## config.mk

```make
export PLATFORM = sky130hd
export DESIGN_NAME = alu_seq_core
export DESIGN_NICKNAME = d
export VERILOG_FILES = /design/src/rtl/alu_seq_core.sv
export SDC_FILE = /design/constraint.sdc
export NUM_CORES = 1
export LEC_CHECK = 0
export CAP_MARGIN = 20
export CORE_MARGIN = 1.5
export CORE_UTILIZATION = 42
export CTS_BUF_LIST = sky130_fd_sc_hd__clkbuf_2 sky130_fd_sc_hd__clkbuf_4 sky130_fd_sc_hd__clkbuf_8
export DETAILED_ROUTE_END_ITERATION = 10
export DONT_BUFFER_PORTS = 1
export PLACE_DENSITY = 0.53
export SLEW_MARGIN = 20
export SYNTH_ARGS = -nofsm -noshare
export SYNTH_HDL_FRONTEND = slang
export SYNTH_SLANG_ARGS = --single-unit
export TNS_END_PERCENT = 20
```

## constraint.sdc

```tcl
create_clock -name clock -period 9.83 [get_ports clock]
set_input_delay 1.966 -clock clock [delete_from_list [all_inputs] [get_ports clock]]
set_output_delay 1.966 -clock clock [all_outputs]
set_load 0.005 [all_outputs]
```

## src/rtl/alu_seq_core.sv

```systemverilog
// Sequential ALU core: a debounced action button loads A then B, single-cycle ops
// finish in one EXEC cycle, MUL/DIV iterate one bit per cycle for WIDTH cycles.
module alu_seq_core #(
  parameter int WIDTH           = 8,
  parameter int DEBOUNCE_CYCLES = 4
) (
  input  logic               clock,
  input  logic               reset,
  input  logic               do_action,
  input  logic [3:0]         op,
  input  logic [WIDTH-1:0]   data_in,
  output logic [WIDTH-1:0]   out_a,
  output logic [WIDTH-1:0]   out_b,
  output logic [2*WIDTH-1:0] out_y,
  output logic [4:0]         flags,
  output logic [1:0]         phase,
  output logic               busy,
  output logic               done
);

  localparam int DB_W = $clog2(DEBOUNCE_CYCLES + 1);
  localparam int IT_W = $clog2(WIDTH);
  localparam logic [DB_W-1:0]  DB_LAST   = DB_W'(DEBOUNCE_CYCLES - 1);
  localparam logic [IT_W-1:0]  IT_LAST   = IT_W'(WIDTH - 1);
  localparam logic [WIDTH-1:0] SHIFT_LIM = WIDTH'(WIDTH);

  localparam logic [3:0] OP_ADD = 4'd0;
  localparam logic [3:0] OP_SUB = 4'd1;
  localparam logic [3:0] OP_AND = 4'd2;
  localparam logic [3:0] OP_OR  = 4'd3;
  localparam logic [3:0] OP_XOR = 4'd4;
  localparam logic [3:0] OP_NOT = 4'd5;
  localparam logic [3:0] OP_SHL = 4'd6;
  localparam logic [3:0] OP_SHR = 4'd7;
  localparam logic [3:0] OP_MUL = 4'd8;
  localparam logic [3:0] OP_DIV = 4'd9;

  typedef enum logic [2:0] {
    S_LOAD_A,
    S_LOAD_B,
    S_EXEC,
    S_ITER,
    S_DONE
  } state_t;

  typedef struct packed {
    logic [2*WIDTH-1:0] y;
    logic [4:0]         f;
  } result_t;

  // Flag vector order: {err, negative, overflow, carry, zero}
  function automatic logic [4:0] pack_flags(input logic [2*WIDTH-1:0] y,
                                            input logic e, input logic n,
                                            input logic v, input logic c);
    return {e, n, v, c, (y == '0)};
  endfunction

  function automatic result_t single_op(input logic [3:0]       opc,
                                        input logic [WIDTH-1:0] a,
                                        input logic [WIDTH-1:0] b);
    logic [WIDTH:0]          wide;
    logic signed [WIDTH-1:0] sa, sb, sr;
    logic [WIDTH-1:0]        r;
    logic                    c, v, e;
    result_t                 res;
    wide = '0;
    r    = '0;
    c    = 1'b0;
    v    = 1'b0;
    e    = 1'b0;
    sa   = a;
    sb   = b;
    case (opc)
      OP_ADD: begin
        wide = {1'b0, a} + {1'b0, b};
        r    = wide[WIDTH-1:0];
        c    = wide[WIDTH];
        sr   = r;
        v    = (sa[WIDTH-1] == sb[WIDTH-1]) && (sr[WIDTH-1] != sa[WIDTH-1]);
      end
      OP_SUB: begin
        r  = a - b;
        c  = (a < b);
        sr = r;
        v  = (sa[WIDTH-1] != sb[WIDTH-1]) && (sr[WIDTH-1] != sa[WIDTH-1]);
      end
      OP_AND: r = a & b;
      OP_OR:  r = a | b;
      OP_XOR: r = a ^ b;
      OP_NOT: r = ~a;
      OP_SHL: r = (b >= SHIFT_LIM) ? '0 : (a << b);
      OP_SHR: r = (b >= SHIFT_LIM) ? '0 : (a >> b);
      default: e = 1'b1;
    endcase
    res.y = {{WIDTH{1'b0}}, r};
    res.f = pack_flags(res.y, e, r[WIDTH-1], v, c);
    return res;
  endfunction

  state_t              state, state_next;
  logic                sync_p0, sync_p1;
  logic [DB_W-1:0]     db_cnt;
  logic                db_level, db_level_p2;
  logic                press;
  logic [3:0]          op_q;
  logic [IT_W-1:0]     iter_cnt;
  logic [2*WIDTH-1:0]  acc, mcand;
  logic [WIDTH-1:0]    mplier, rem, quot;
  logic [2*WIDTH-1:0]  mul_sum;
  logic [WIDTH:0]      div_shift, div_trial;
  logic                div_ok;
  logic [WIDTH-1:0]    rem_next, quot_next;
  logic [2*WIDTH-1:0]  iter_y;
  logic [4:0]          iter_f;
  logic                iterative, iter_last;
  result_t             exec_res;

  // Input conditioning: 2-flop synchroniser, stability counter, registered rising edge
  always_ff @(posedge clock or posedge reset) begin
    if (reset) begin
      sync_p0     <= 1'b0;
      sync_p1     <= 1'b0;
      db_cnt      <= '0;
      db_level    <= 1'b0;
      db_level_p2 <= 1'b0;
      press       <= 1'b0;
    end else begin
      sync_p0 <= do_action;
      sync_p1 <= sync_p0;
      if (sync_p1 == db_level) begin
        db_cnt <= '0;
      end else if (db_cnt == DB_LAST) begin
        db_level <= ~db_level;
        db_cnt   <= '0;
      end else begin
        db_cnt <= db_cnt + DB_W'(1);
      end
      db_level_p2 <= db_level;
      press       <= db_level & ~db_level_p2;
    end
  end

  assign iterative = (op_q == OP_MUL) || (op_q == OP_DIV);
  assign iter_last = (iter_cnt == IT_LAST);
  assign exec_res  = single_op(op_q, out_a, out_b);

  always_comb begin
    mul_sum   = acc + (mplier[0] ? mcand : '0);
    div_shift = {rem, quot[WIDTH-1]};
    div_trial = div_shift - {1'b0, out_b};
    div_ok    = ~div_trial[WIDTH];
    rem_next  = div_ok ? div_trial[WIDTH-1:0] : div_shift[WIDTH-1:0];
    quot_next = {quot[WIDTH-2:0], div_ok};
    if (op_q == OP_MUL) begin
      iter_y = mul_sum;
      iter_f = pack_flags(mul_sum, 1'b0, mul_sum[2*WIDTH-1], 1'b0, 1'b0);
    end else begin
      iter_y = {rem_next, quot_next};
      iter_f = pack_flags({rem_next, quot_next}, (out_b == '0), 1'b0, 1'b0, 1'b0);
    end
  end

  always_ff @(posedge clock or posedge reset) begin
    if (reset) state <= S_LOAD_A;
    else       state <= state_next;
  end

  always_comb begin
    state_next = state;
    phase      = 2'd0;
    busy       = 1'b0;
    case (state)
      S_LOAD_A: if (press) state_next = S_LOAD_B;
      S_LOAD_B: begin
        phase = 2'd1;
        if (press) state_next = S_EXEC;
      end
      S_EXEC: begin
        phase      = 2'd2;
        busy       = 1'b1;
        state_next = iterative ? S_ITER : S_DONE;
      end
      S_ITER: begin
        phase = 2'd2;
        busy  = 1'b1;
        if (iter_last) state_next = S_DONE;
      end
      S_DONE: begin
        phase = 2'd3;
        if (press) state_next = S_LOAD_B;
      end
      default: state_next = S_LOAD_A;
    endcase
  end

  // Operand capture, iteration datapath and result/flag registers
  always_ff @(posedge clock or posedge reset) begin
    if (reset) begin
      out_a    <= '0;
      out_b    <= '0;
      out_y    <= '0;
      flags    <= '0;
      done     <= 1'b0;
      op_q     <= '0;
      iter_cnt <= '0;
      acc      <= '0;
      mcand    <= '0;
      mplier   <= '0;
      rem      <= '0;
      quot     <= '0;
    end else begin
      done <= 1'b0;
      case (state)
        S_LOAD_A, S_DONE: begin
          if (press) out_a <= data_in;
        end
        S_LOAD_B: begin
          if (press) begin
            out_b <= data_in;
            op_q  <= op;
          end
        end
        S_EXEC: begin
          iter_cnt <= '0;
          if (op_q == OP_MUL) begin
            acc    <= '0;
            mcand  <= {{WIDTH{1'b0}}, out_a};
            mplier <= out_b;
          end else if (op_q == OP_DIV) begin
            rem  <= '0;
            quot <= out_a;
          end else begin
            out_y <= exec_res.y;
            flags <= exec_res.f;
            done  <= 1'b1;
          end
        end
        S_ITER: begin
          iter_cnt <= iter_cnt + IT_W'(1);
          acc      <= mul_sum;
          mcand    <= mcand << 1;
          mplier   <= mplier >> 1;
          rem      <= rem_next;
          quot     <= quot_next;
          if (iter_last) begin
            out_y <= iter_y;
            flags <= iter_f;
            done  <= 1'b1;
          end
        end
        default: ;
      endcase
    end
  end

endmodule

```

==> out/results.tsv <==
stage	metric	value	unit
status	status	completed	
logic_synthesis	ys_warn_count	0	
floorplan	rows	49	
clock_tree	clk_latency	0.40	ns
setup_path	r2r_slack	5.51	ns
floorplan	initial_core_util	43.1	%
routing	routed_via_density	6.11	
floorplan	die_w	139	microns
logic_synthesis	ys_ff_latch	112	
timing	timing.final.crit_share	44.0	%
global_routing	grt_max_degree	70	
placed_design	port_buffers	0	
final_layout	fin_area	0.00809	sq mm
floorplan	io_pins	56	
setup_path	end_kind	flip-flop	
final_layout	layout_common_cells	nand2_1, dfrtp_1, o21ai_0, nor2_1, ha_1	
final_layout	fillCellCount	1836	
logic_synthesis	synth_area_leaders	dfrtp_1, ha_1, nand2_1	
timing	skew	0.0205	ns
setup_path	crit_required	10.14	ns
clock_tree	root_buffer	clkbuf_8	
setup_path	slowest_stage	dfrtp_1	
global_routing	grt_pass1_wl	39600	microns
power_and_ir_drop	p_comb_share	57.3	%
setup_path	startpoint_type	flip-flop	
clock_tree	holdBufCountCts	0	
routing	drtIter0Drc	462	
min_path	hp-class	flip-flop to flip-flop	
power_and_ir_drop	p_switching	1.42	mW
logic_synthesis	syn_area	0.00776	sq mm
final_layout	area_growth	4.21	%
min_path	hold_depth	0	
logic_synthesis	avgSynthCellArea	8.61	sq um
clock_tree	path_clk_slew	0.11	ns
clock_tree	cts_setup_buffers	0	
final_layout	layout.nets	942	
run	drv_cap	0	
global_routing	grtUsageTotal	26.2	%
global_routing	grt_remaining_overflow	0	
final_layout	antennaDiodeCount	0	
timing	period_minus_slack	4.32	ns
timing	max_freq	0.231	GHz
placed_design	placed_area	0.00790	sq mm
clock_tree	cts_tree	yes	
final_layout	fin_util	44.9	%
clock_tree	htree_levels	3	
logic_synthesis	synth_largest_area_cell	dfrtp_1	
power_and_ir_drop	p_seq_share	32.8	%
setup_path	endpoint	out_y[8]	
power_and_ir_drop	sw_frac_of_total	51.4	%
timing	hold_viol_final	0	
timing	tightest_slew	1.05	ns
logic_synthesis	netlist_instances	902	
timing	fin_setup_tns	0	ns
routing	route.vias.total	6724	
logic_synthesis	ys_async_sr_fraction	100	%
setup_path	slowest_delay	1.00	ns
logic_synthesis	synth_cell_types	76	
setup_path	crit_fanout	25	
logic_synthesis	seq_area_frac_synth	36.1	%
final_layout	layout_commonest_cell	nand2_1	
setup_path	crit_type	flip-flop to flip-flop	
logic_synthesis	synth_nets	976	
logic_synthesis	synth-main-ff-cell	dfrtp_1	
logic_synthesis	synth_top_area_share	36.1	%
power_and_ir_drop	power.density	342	mW/mm^2
clock_tree	clockBufferDepth	2	
clock_tree	clkSinkCount	112	
setup_path	r2r_cells	10	
timing	drv_slew	0	
power_and_ir_drop	leakage	3.52	nW
power_and_ir_drop	power_frac_clock	9.8	%
placed_design	hpwlAfterDp	18000	microns
timing	maxSlewHeadroom	29.4	%
setup_path	crit_chain	inv_1 -> fa_1 -> a21o_1 -> a21oi_1 -> o21bai_1 -> a2111oi_0 -> nor2_1 -> xor2_2 -> mux2_2 -> o221ai_1	
setup_path	critical_path_arrival	4.63	ns
setup_path	crit_start	out_b[1]	
power_and_ir_drop	intPower	1.34	mW
floorplan	die_y	139	microns
placed_design	gp_congestion	0.903	
routing	drc	0	
timing	hold-worst-slack	0.382	ns
timing	rsz0062_at_grt	no	
clock_tree	cts_made_buffers	9	
logic_synthesis	synth_edf_count	0	
setup_path	r2r_start	out_b[1]	
global_routing	antenna_found_initial	0	
floorplan	dieArea	0.0193	sq mm
routing	wl	24900	microns
routing	ant_nets	0	
routing	wl_per_cell	22.6	microns
timing	setup_viol	0	
final_layout	drive_gt1_share	6.31	%
global_routing	first_global_vias	6675	
floorplan	core-area	0.0180	sq mm
setup_path	regToRegEndpoint	out_y[8]	
clock_tree	ctsResizeCount	0	
routing	first_pass_iters	5	
power_and_ir_drop	ir_drop	150	uV
-- critical path, delay by kind of cell, from the launching register on --
| family | cells | cell delay, ns |
|---|---|---|
| mux | 1 | 0.42 |
| flops | 1 | 1.00 |
| simple gates | 1 | 0.13 |
| buf+inv | 1 | 0.42 |
| compound gates | 5 | 1.11 |
| fa+ha+maj | 1 | 0.55 |
| xor+xnor | 1 | 0.61 |
-- cells in the mapped netlist (all sizes together) (4+ instances only) --
cell type and instances:
nand2 147, dfrtp 112, o21ai 75, nor2 62, ha 55, clkbuf 39, a21oi 38, inv 33
nand3 28, nor3 22, mux2i 18, and2 17, buf 16, nor2b 16, xnor2 16, a211oi 14
a22oi 12, o221ai 11, a31oi 10, o22ai 10, a21o 9, o211ai 9, nor3b 8, nor4 8
xor2 8, o21a 7, a2111oi 6, mux2 6, mux4 6, o31ai 6, nand2b 5, or3 5
a221o 4, and3 4, fa 4, o21bai 4, or2 4
-- through the flow --
stage	setup slack, ns	instances	total power [mW]
final	5.51	1101	2.77
after detailed placement	5.56	1086	2.48
after CTS	5.53	1101	2.77
after global routing	5.24	1101	2.99
after floorplan	4.90	902	2.00
after global placement	5.27	1086	2.47
-- power by group through the flow --
stage / Sequential, mW / Clock [mW] / Combinational [mW]
CTS: 0.905 / 0.285 / 1.58
finish: 0.908 / 0.272 / 1.59
global placement: 0.909 / 0 / 1.56
detailed placement: 0.914 / 0 / 1.57
global route: 0.938 / 0.300 / 1.75
floorplan: 0.743 / 0 / 1.26
-- worst min-delay path by stage --
| stage | startpoint | endpoint | slack [ns] |
|---|---|---|---|
| after floorplan | sync_p0 | sync_p1 | 0.33 |
| after global routing | sync_p0 | sync_p1 | 0.40 |
| after CTS | sync_p0 | sync_p1 | 0.39 |
| after global placement | sync_p0 | sync_p1 | 0.35 |
| final | sync_p0 | sync_p1 | 0.38 |
| after detailed placement | sync_p0 | sync_p1 | 0.37 |
-- per-layer routing --
metal | track usage [%] | vias to the layer above | routed length, microns
met5 | 0 | - | 0
met4 | 6.74 | 0 | 332
met3 | 3.76 | 23 | 1280
met2 | 43.7 | 199 | 12100
met1 | 35.9 | 3345 | 11200
li1 | - | 3157 | -
-- final cells by class --
class	instances	area [sq um]	area share, %
clock inverter	5	41.3	0.510
timing repair buffer	10	75.1	0.928
inverter	36	138	1.70
clock buffer	10	138	1.70
tap	229	287	3.54
sequential	112	2800	34.6
multi-input combinational	699	4610	57.0
-- sequential cells by signal, indices dropped and copies added, names as in the netlist, 3 cells and up --
signal    cells
rem           8
mcand        16
op_q          4
quot          8
out_b         8
acc          16
mplier        8
state         3
iter_cnt      3
out_y        16
flags         5
db_cnt        3
out_a         8
-- logic make-up after synthesis --
group / count (synthesis) / synth area share, %
adder cells (fa/ha/maj): 59 / 9.90
AND/OR/NAND/NOR: 342 / 20.9
AO/OA/AOI/OAI: 244 / 20.8
multiplexers: 30 / 4.93
buffers and inverters: 91 / 4.74
flip-flops: 112 / 36.1
XOR/XNOR: 24 / 2.71
(Power assumes the default switching activity.)
